File: config.mk
export PLATFORM = sky130hd
export DESIGN_NAME = pipeline_stall_ctrl
export DESIGN_NICKNAME = d
export VERILOG_FILES = /design/src/rtl/pipeline_stall_ctrl.sv
export SDC_FILE = /design/constraint.sdc
export NUM_CORES = 1
export LEC_CHECK = 0
export CORE_MARGIN = 5
export CORE_UTILIZATION = 41
export CTS_CLUSTER_DIAMETER = 50
export DETAILED_ROUTE_END_ITERATION = 12
export MAX_ROUTING_LAYER = met4
export PLACE_DENSITY_LB_ADDON = 0.3
export SLEW_MARGIN = 20
export SYNTH_ARGS = -nofsm -noshare
export SYNTH_HDL_FRONTEND = slang
export SYNTH_SLANG_ARGS = --single-unit
export TNS_END_PERCENT = 20
File: constraint.sdc
create_clock -name clk -period 3.7 [get_ports clk]
set_input_delay 0.74 -clock clk [delete_from_list [all_inputs] [get_ports clk]]
set_output_delay 0.74 -clock clk [all_outputs]
set_load 0.02 [all_outputs]
File: src/rtl/pipeline_stall_ctrl.sv
// Stall/flush sequencer: merges hazards, SRAM waits and branches into per-stage pipeline controls.
// Optional stall performance counter is built only when PERF_STALL_CNT_EN is defined.
module pipeline_stall_ctrl #(
  parameter int MEM_TIMEOUT = 16,
  parameter int CNT_W       = 32
) (
  input  logic             clk,
  input  logic             rst,
  input  logic             en_forwarding,
  input  logic             hazard_raw,
  input  logic             ignore_hazard,
  input  logic             EXE_mem_r_en,
  input  logic             MEM_mem_req,
  input  logic             sram_ready,
  input  logic             branch_taken,
  output logic             freeze_pc,
  output logic             freeze_if_id,
  output logic             freeze_id_exe,
  output logic             freeze_exe_mem,
  output logic             freeze_mem_wb,
  output logic             bubble_id_exe,
  output logic             flush_if_id,
  output logic             mem_timeout,
  output logic [CNT_W-1:0] stall_cycles
);

  typedef enum logic [1:0] {RUN, MEM_WAIT, TIMEOUT} state_e;

  localparam logic [7:0] TMO = 8'(MEM_TIMEOUT);

  state_e     state_q;
  logic [7:0] wait_cnt_q;
  logic       mem_stall;
  logic       data_stall;

  assign mem_stall  = MEM_mem_req & ~sram_ready;
  // A load-use hazard cannot be forwarded, so it stalls even when forwarding covers it.
  assign data_stall = hazard_raw & (~en_forwarding | ~ignore_hazard | EXE_mem_r_en);

  always_ff @(posedge clk or negedge rst) begin
    if (!rst) begin
      state_q    <= RUN;
      wait_cnt_q <= '0;
    end else begin
      case (state_q)
        RUN: begin
          if (mem_stall) begin
            state_q    <= MEM_WAIT;
            wait_cnt_q <= 8'd1;
          end
        end
        MEM_WAIT: begin
          if (!mem_stall) begin
            state_q    <= RUN;
            wait_cnt_q <= '0;
          end else if (wait_cnt_q == TMO) begin
            state_q <= TIMEOUT;
          end else begin
            wait_cnt_q <= wait_cnt_q + 8'd1;
          end
        end
        TIMEOUT: state_q <= TIMEOUT;
        default: begin
          state_q    <= RUN;
          wait_cnt_q <= '0;
        end
      endcase
    end
  end

  // Mealy decode; everything is forced low while reset is held.
  always_comb begin
    freeze_pc      = 1'b0;
    freeze_if_id   = 1'b0;
    freeze_id_exe  = 1'b0;
    freeze_exe_mem = 1'b0;
    freeze_mem_wb  = 1'b0;
    bubble_id_exe  = 1'b0;
    flush_if_id    = 1'b0;
    mem_timeout    = 1'b0;
    if (rst) begin
      if (state_q == TIMEOUT || mem_stall) begin
        freeze_pc      = 1'b1;
        freeze_if_id   = 1'b1;
        freeze_id_exe  = 1'b1;
        freeze_exe_mem = 1'b1;
        freeze_mem_wb  = 1'b1;
        mem_timeout    = (state_q == TIMEOUT);
      end else if (branch_taken) begin
        flush_if_id   = 1'b1;
        bubble_id_exe = 1'b1;
      end else if (data_stall) begin
        freeze_pc     = 1'b1;
        freeze_if_id  = 1'b1;
        bubble_id_exe = 1'b1;
      end
    end
  end

`ifdef PERF_STALL_CNT_EN
  logic [CNT_W-1:0] stall_cnt_q;

  always_ff @(posedge clk or negedge rst) begin
    if (!rst) begin
      stall_cnt_q <= '0;
    end else if (freeze_pc && state_q != TIMEOUT && stall_cnt_q != '1) begin
      stall_cnt_q <= stall_cnt_q + CNT_W'(1);
    end
  end

  assign stall_cycles = stall_cnt_q;
`else
  assign stall_cycles = '0;
`endif

endmodule

After elaboration in Yosys (flattened, before gate mapping)
Index checks and enable logic that the tools add are counted.

word-level totals
  output and inout bits = 40
  register bits after elaboration = 10

cells by class
  $add $sub $neg = 1
  eq/ne operators = 6
  multiplexer cells = 22
  bitwise logic cells = 8
  reductions and logical operators = 4

operators by type and width
  operator                                        number
  two-way mux 8 bit                               3
  one-hot mux 8 bit (3 select lines)              1
  two-way mux 1 bit                               14
  adder 8 x 1 -> 8 bit (second input constant)    1
  == test 8 x 5 -> 1 bit (second input constant)  1
  two-way mux 2 bit                               3
  != test 3 bit (second input constant)           2
  one-hot mux 2 bit (3 select lines)              1
  NOT 1 bit                                       4
  AND reduction 3 bit                             1
  AND 1 bit                                       2
  == test 2 x 1 -> 1 bit (second input constant)  1
  == test 2 bit (second input constant)           1
  logical NOT 2 bit                               1
  != test 2 bit (second input constant)           1
  OR 1 bit                                        2
  AND reduction 2 bit                             1
  logical OR 1 bit                                1

Depth between registers and ports, before layout
  depth after elaboration = 8
  depth in mapped cells = 6

Worst setup path before layout
No wires, ideal clock.

  path type = input port to output port
  from = in MEM_mem_req
  to = out freeze_pc
  slack = 1213 ps
  cell stages on the path = 5
  buffers on the path = 1
  arrival = 1747 ps
  cells stage by stage = inv_1 -> o21ai_1 -> and2_1 -> o21bai_1 -> buf_4

between the ends
  word-level cells in the longest chain between the ends = 4

ends and longest elaborated chain
  item                             line  RTL
  start: declaration               13    input logic MEM_mem_req,
  AND 1 bit                        36    assign mem_stall = MEM_mem_req & ~sram_ready;
  logical OR 1 bit                 82    if (state_q == TIMEOUT || mem_stall) begin
  two-way mux 1 bit (2 in series)  --
  end: declaration                 16    output logic freeze_pc,

Every way passes these cells.

Worst setup path after layout
  from = in MEM_mem_req
  to = out freeze_pc

between the ends
  word-level cells in the longest chain between the ends = 4

ends and longest elaborated chain
  item               line  RTL
  AND 1 bit          36
  logical OR 1 bit   82
  two-way mux 1 bit  82
  two-way mux 1 bit  81    if (rst) begin

Every way passes these cells.

==> metrics.cfg <==
[routing]
drt_wl_total_mm = 1.69
remaining_drc_errors = 0
wl_per_cell_um = 11.4
drt_iter0_drc = 16
vias_per_cell = 4.46
detail-route-antenna-nets = 0
drtPass1Iterations = 4
num_vias = 660

[setup_path]
max_stage_delay_ns = 0.63
cp_cell_sequence = clkdlybuf4s50_1 -> inv_1 -> o21ai_1 -> and2_1 -> o21bai_1 -> clkdlybuf4s50_1
cp.required_ns = 2.96
critPathCaptureType = output pin
startpoint_type = primary input
crit_path_frequent_cell = clkdlybuf4s50_1
crit_arrival_ns = 2.47
cpMaxStageDelayCell = clkdlybuf4s50_1
cp_max_fo = 4
criticalPathCategory = primary input to output pin

[timing]
holdWs_ns = 0.530
timing.final.max_slew_violations = 0
post-route-min-period_ns = 3.21
hold_viol = 0
fin_tns_setup_ns = 0
rsz0062_at_grt = false
final.setup_skew_ns = 0.00517
setup_viol = 0
fin_crit_sh_pct = 86.8
timing.final.ws_setup_ns = 0.489
max_clock_freq_mhz = 311

[floorplan]
die-area_um2 = 3220
die_h_um = 56.8
io_pins = 49
die_w_um = 56.8
core.rowCount = 17
core_area_um2 = 2150
start_util_pct = 41.8

[final_layout]
fillers = 220
final_cell_mix = conb_1 (32), clkdlybuf4s50_1 (16), dfrtp_1 (10), nor2_1 (6), o21ai_0 (5)
layout-drive-gt1-share_pct = 8.33
antenna-diode-count = 0
final_net_count = 132
final_util_pct = 45.7
instances_no_fill = 148
regArea_um2 = 250
areaGrowthSynthToFinish_pct = 9.48
multi_input_area_um2 = 478
layout_commonest_cell = conb_1

[logic_synthesis]
synth-seq-cells = 10
seq_area_frac_synth_pct = 27.9
synthCells = 105
synth_cell_type_count = 33
ys_warn_count = 0
ys_async_sr_fraction_pct = 100
synthesis.area_um2 = 897
avgSynthCellArea_um2 = 8.54
synth_edf_count = 0
synth_ff_type = dfrtp_1

[place]
place_ws_ns = 0.485
place.gp.congestion = 0.765
dp_cells = 144
hpwl_mm = 1.37
portBuffers = 16

[clock_network]
cts_buffer_depth = 2
cts_tree = built
cts_sinks = 10
htreeDepth = 1
numCtsBuffers = 3
cts_setup_buffers = 0
cts-root-buf = clkbuf_4
hold_buffers = 0
clk_pin_slew_ns = 0.06
insertion_delay_ns = 0.26
cts_resized = 0

[grt]
grtUsageTotal_pct = 10.6
grt_first_pass_wirelength_mm = 2.66
grt_max_degree = 12
antenna_found_initial = 0
grt_overflow = 0
grt_pass1_vias = 607

[pwr]
p_per_area_nw_per_um2 = 303
leakage_uw = 0.000468
irDropWorstVdd_mv = 0.211

[min_path]
hp-class = flip-flop to flip-flop

[run]
maxCapViolations = 0

[status]
status = completed

metal layers:
layer | up-vias | track usage (%) | wire, um
met5 | - | - | 0
met4 | 0 | 2.98 | 11
met3 | 2 | 5.06 | 204
met2 | 37 | 17.5 | 811
met1 | 303 | 11.3 | 662
li1 | 318 | - | -
metrics by stage:
| stage | area [um^2] | total power [uW] |
|---|---|---|
| after floorplan | 1010 | 203 |
| after global placement | 946 | 200 |
| after detailed placement | 946 | 201 |
| after CTS | 982 | 302 |
| after global routing | 982 | 317 |
| final | 982 | 297 |
flip-flops by register name, indices dropped and copies added (netlist names):
signal,count
state_q,2
wait_cnt_q,8
report_power, final:
group	internal (uW)	switching, uW	total (uW)
Combinational	29.7	53.1	82.8
Clock	59.7	37.3	97.0
Sequential	112	5.17	117
cell type report:
cell class | instances | area share, %
inverter | 4 | 1.53
sequential | 10 | 25.5
tap | 28 | 3.57
clock buffer | 4 | 3.69
multi-input combinational | 85 | 48.7
timing repair buffer | 17 | 17.1
worst max-delay path: cells and delay by family:
family	cells	cell delay, ns
buffers and inverters	3	1.20
AO/OA/AOI/OAI	2	0.33
AND/OR/NAND/NOR	1	0.20
synthesized netlist by cell type, types with 2 or more instances:
library cell | count | area [um^2]
buf_4 | 35 | 263
dfrtp_1 | 10 | 250
nor2_1 | 6 | 22.5
o21ai_0 | 5 | 25.0
inv_1 | 4 | 15.0
nand2_1 | 4 | 15.0
a21oi_1 | 3 | 15.0
nand4_1 | 3 | 18.8
o21ai_1 | 3 | 15.0
and2_1 | 2 | 12.5
clkbuf_1 | 2 | 7.51
ha_1 | 2 | 25.0
nand2b_1 | 2 | 12.5
nand3_1 | 2 | 10.0
o22ai_1 | 2 | 12.5
o31ai_1 | 2 | 15.0
xor2_1 | 2 | 17.5
cell families after synthesis:
logic type / after synthesis / synth area share (%)
compound gates: 20 / 13.4
xor+xnor: 2 / 1.95
fa+ha+maj: 2 / 2.79
buf+inv: 41 / 31.8
flops: 10 / 27.9
mux: 1 / 1.67
other cells: 1 / 0.418
simple gates: 28 / 20.1
path summary, 6_finish.rpt:
check	cells past startpoint	end	slack (ns)	startpoint
max	6	freeze_pc	0.49	MEM_mem_req
max reg2reg	6	wait_cnt_q[1]	2.05	wait_cnt_q[0]
min in group asynchronous	2	wait_cnt_q[0]	0.85	rst
max in group asynchronous	2	wait_cnt_q[4]	2.70	rst
min	1	wait_cnt_q[3]	0.53	wait_cnt_q[3]
min reg2reg	1	wait_cnt_q[3]	0.53	wait_cnt_q[3]
Note: power is estimated with default switching activity, not from simulation.
